==> src/rtl/fir4_seq_u.sv <==
// fir4_seq_u: 4-tap unsigned moving-sum FIR. A single (w+2)-bit adder is
// shared over four cycles to add the taps one at a time.
//
// Ports:
//   clk        rising-edge clock
//   reset      asynchronous, active-low reset
//   flush      synchronous clear of tap history; aborts any operation
//   in_valid   producer offers sample a
//   in_ready   block accepts a sample this cycle (IDLE only)
//   a          unsigned input sample, w bits
//   out_valid  s holds a completed sum (HOLD)
//   out_ready  consumer takes s this cycle
//   s          registered sum of the last 4 accepted samples, w+2 bits
//   busy       high while in ACC or HOLD
//
// Handshake: a transfer happens on a rising edge where valid and ready are
// both high. The producer holds its data stable until that edge. out_valid
// stays high and s stays stable until the consumer accepts.
//
// FSM observation: state is visible on outputs.
//   IDLE = {busy=0}, ACC = {busy=1, out_valid=0}, HOLD = {busy=1, out_valid=1}.
module fir4_seq_u #(
  parameter int w = 4
) (
  input  logic         clk,
  input  logic         reset,
  input  logic         flush,
  input  logic         in_valid,
  output logic         in_ready,
  input  logic [w-1:0] a,
  output logic         out_valid,
  input  logic         out_ready,
  output logic [w+1:0] s,
  output logic         busy
);

  typedef enum logic [1:0] {
    IDLE = 2'd0,
    ACC  = 2'd1,
    HOLD = 2'd2
  } state_t;

  state_t       state;
  logic [w-1:0] t0, t1, t2, t3;
  logic [w+1:0] acc;
  logic [1:0]   step;

  // Shared adder: acc plus the tap selected by step, zero-extended.
  logic [w-1:0] tap_sel;
  logic [w+1:0] sum;

  always_comb begin
    tap_sel = t0;
    case (step)
      2'd0: tap_sel = t0;
      2'd1: tap_sel = t1;
      2'd2: tap_sel = t2;
      2'd3: tap_sel = t3;
      default: tap_sel = t0;
    endcase
    sum = acc + {2'b00, tap_sel};
  end

  always_ff @(posedge clk or negedge reset) begin
    if (!reset) begin
      state     <= IDLE;
      t0        <= '0;
      t1        <= '0;
      t2        <= '0;
      t3        <= '0;
      acc       <= '0;
      step      <= 2'd0;
      s         <= '0;
      out_valid <= 1'b0;
      busy      <= 1'b0;
      in_ready  <= 1'b1;
    end else if (flush) begin
      // History is dropped but the last published sum s is kept.
      state     <= IDLE;
      t0        <= '0;
      t1        <= '0;
      t2        <= '0;
      t3        <= '0;
      acc       <= '0;
      step      <= 2'd0;
      out_valid <= 1'b0;
      busy      <= 1'b0;
      in_ready  <= 1'b1;
    end else begin
      case (state)
        IDLE: begin
          if (in_valid && in_ready) begin
            t0       <= a;
            t1       <= t0;
            t2       <= t1;
            t3       <= t2;
            acc      <= '0;
            step     <= 2'd0;
            state    <= ACC;
            busy     <= 1'b1;
            in_ready <= 1'b0;
          end
        end
        ACC: begin
          acc  <= sum;
          step <= step + 2'd1;
          // The last tap goes straight into s, so step never wraps.
          if (step == 2'd3) begin
            s         <= sum;
            step      <= 2'd0;
            state     <= HOLD;
            out_valid <= 1'b1;
          end
        end
        HOLD: begin
          // in_valid is ignored here. A sample offered together with
          // out_ready is taken in the following IDLE cycle.
          if (out_ready) begin
            state     <= IDLE;
            out_valid <= 1'b0;
            busy      <= 1'b0;
            in_ready  <= 1'b1;
          end
        end
        default: begin
          state     <= IDLE;
          out_valid <= 1'b0;
          busy      <= 1'b0;
          in_ready  <= 1'b1;
        end
      endcase
    end
  end

endmodule

==> config.mk <==
export PLATFORM = sky130hd
export DESIGN_NAME = fir4_seq_u
export DESIGN_NICKNAME = d
export VERILOG_FILES = /design/src/rtl/fir4_seq_u.sv
export SDC_FILE = /design/constraint.sdc
export NUM_CORES = 1
export LEC_CHECK = 0
export ABC_CLOCK_PERIOD_IN_PS = 5600
export BUFFER_PORTS_ARGS = -buffer_cell sky130_fd_sc_hd__buf_4
export CAP_MARGIN = 10
export CORE_MARGIN = 3
export CORE_UTILIZATION = 30
export DETAILED_ROUTE_END_ITERATION = 12
export PLACE_DENSITY_LB_ADDON = 0.1
export SLEW_MARGIN = 0
export SYNTH_ARGS = -nofsm -noshare
export SYNTH_HDL_FRONTEND = slang
export SYNTH_SLANG_ARGS = --single-unit
export TNS_END_PERCENT = 10
==> constraint.sdc <==
create_clock -name clk -period 5.6 [get_ports clk]
set_input_delay 0.28 -clock clk [delete_from_list [all_inputs] [get_ports clk]]
set_output_delay 0.28 -clock clk [all_outputs]
set_load 0.02 [all_outputs]
==> metrics.csv <==
metric,value,unit
synth.largest_area_cell,dfrtp_1,
setup_violations,0,
total_power,502,µW
syn_inst,190,
grt_pass1_wl,6650,µm
period_needed,2.57,ns
layout_commonest_cell,nand2_1,
r2r-start,step[0],
final_util,36.1,%
cap_violations,0,
clk_pin_slew_worst_paths,0.07,ns
grt_pass1_vias,1406,
drt-initial-drc-count,59,
timing.fmax,0.389,GHz
synth.net_count,208,
hpwl,2730,µm
cts_root_buffer,clkbuf_8,
antenna_found_initial,0,
fill_cells,590,
fp.dieH,83.5,µm
crit_type,reg -> reg,
rr_worst_depth,10,
post-route-period-util,45.9,%
critPathRequiredTime,5.75,ns
port_buffers,17,
layout_common_cells,"nand2_1 (42), dfrtp_1 (34), a21oi_1 (26)",
slew_viol_final,0,
synth_edf_count,0,
post_drt_wl_per_cell,13.6,µm
cts_buffer_depth,2,
cp-endpoint,acc[4],
synth_seq_cells,35,
setup_tns,0,ns
synth-seq-area-share,48.6,%
dieArea,0.00698,mm²
end_kind,flip-flop,
syn_area,0.00180,mm²
netlist_top_cells_area,"dfrtp_1 (47%), nand2_1 (8.7%), a21oi_1 (7.2%)",
ys.flop_type,dfrtp_1,
place_ws,3.05,ns
ios,18,
hold_path_class,in -> reg,
synth.distinct_cells,37,
antenna_cells,0,
initial_core_util,31.8,%
path_max_fanout,9,
netlist.area_leader.share,47.2,%
cts_tree,yes,
p_per_area,245,mW/mm²
post_cts_resized,0,
grt_use_total,11.7,%
max-slew-margin-rel,60.5,%
hold_violations,0,
cts_setup_buffers,0,
async_reset_ff_share,100,%
startpoint_type,flip-flop,
grt_overflow,0,
cts.sinks,35,
routed_via_density,4.92,
clk_latency,0.28,ns
row_count,27,
area_growth,13.6,%
die_x,83.5,µm
detail-route-antenna-nets,0,
ff2ff_setup_slack,3.03,ns
h-tree-depth,2,
yosysWarnings,0,
numCtsBuffers,5,
synth.avg_cell_area,9.49,µm²
grt_max_degree,36,
place.gp.congestion,0.780,
ir_drop,123,µV
drive_gt1_share,15.9,%
dr_total_vias,1373,
fin_nets,224,
startpoint,step[0],
worst_pin_slew,0.591,ns
status,"finished, final reports clean",
dr.pass1.iters,5,
wirelength,3790,µm
cts_hold_buffers,1,
rsz0062_at_grt,false,
fin_skew,0.00730,ns
coreArea,0.00568,mm²
p_leak,0.000903,µW
crit_arrival,2.73,ns
layout_setup_ws,3.03,ns
reg2reg_to,acc[4],
route.detailed.drc,0,
[registers in the layout (all words and copies together) (netlist names), 2 cells and up]
register,cells
t2,4
s,6
acc,6
t3,4
step,2
t1,4
state,2
t0,4
[final cells by class]
type	count	area, µm²	share of cell area (%)
inverter	13	48.8	2.38
sequential	35	877	42.8
multi-input combinational	133	815	39.8
timing repair buffer	18	138	6.72
tap	72	90.1	4.40
clock buffer	8	80.1	3.91
[through the flow]
step / std cells / area [µm²] / hold WS (ns)
finish: 279 / 2050 / 0.228
global route: 279 / 2050 / 0.219
CTS: 279 / 2050 / 0.218
detailed placement: 270 / 1960 / 0.269
global placement: 270 / 1960 / 0.261
floorplan: 190 / 1800 / -0.0156
[critical path, cell delays in order (launching register included)]
cell and delay (ns):
dfrtp_1 0.41, ha_1 0.39, a222oi_1 0.15, mux2i_1 0.17, ha_1 0.19, inv_1 0.05, fa_1 0.39, nor2b_1 0.16
o21ai_0 0.13, a311oi_1 0.33, a21oi_1 0.08
[how the worst min path moves through the flow]
stage / start / end / cells after the start
6_report: a[0] / t0[0] / 3
5_1_grt: a[0] / t0[0] / 3
4_1_cts: a[0] / t0[0] / 3
3_5_place_dp: reset / s[1] / 1
3_3_place_gp: reset / s[3] / 1
2_1_floorplan: reset / acc[0] / 0
[power by group]
part           leakage (µW)  switching, µW  internal [µW]
clock network     0.0000395           85.9           88.3
registers          0.000480           8.78            261
logic              0.000383           36.5           21.9
[kinds of logic (layout without fill, tap and decap cells)]
group	after synthesis	after routing	synth area share, %
buf+inv	22	39	6.18
flops	35	35	48.6
xor+xnor	3	3	1.46
mux	7	7	4.16
fa+ha+maj	9	9	6.66
simple gates	63	63	15.7
compound gates	51	51	17.2
[Yosys cell counts (2+ instances only)]
cell       n
a21oi_1   26
a222oi_1   3
a22o_1     3
buf_2      2
buf_6      3
clkbuf_1   3
dfrtp_1   34
ha_1       8
inv_1     13
mux2_2     4
mux2i_1    3
nand2_1   42
nand2_2    2
nand2b_1   3
nor2_1     6
nor2b_1    2
nor3_1     3
o21ai_0    7
o22ai_1    3
o31ai_1    2
xor2_1     2
[per-layer routing]
metal | part of all wire, % | track usage (%)
met1 | 46 | 15.4
met3 | 4.0 | 3.55
met5 | 0 | 0
met2 | 49 | 18.2
met4 | 1.3 | 4.24
Power figures use the tool's default switching activity.
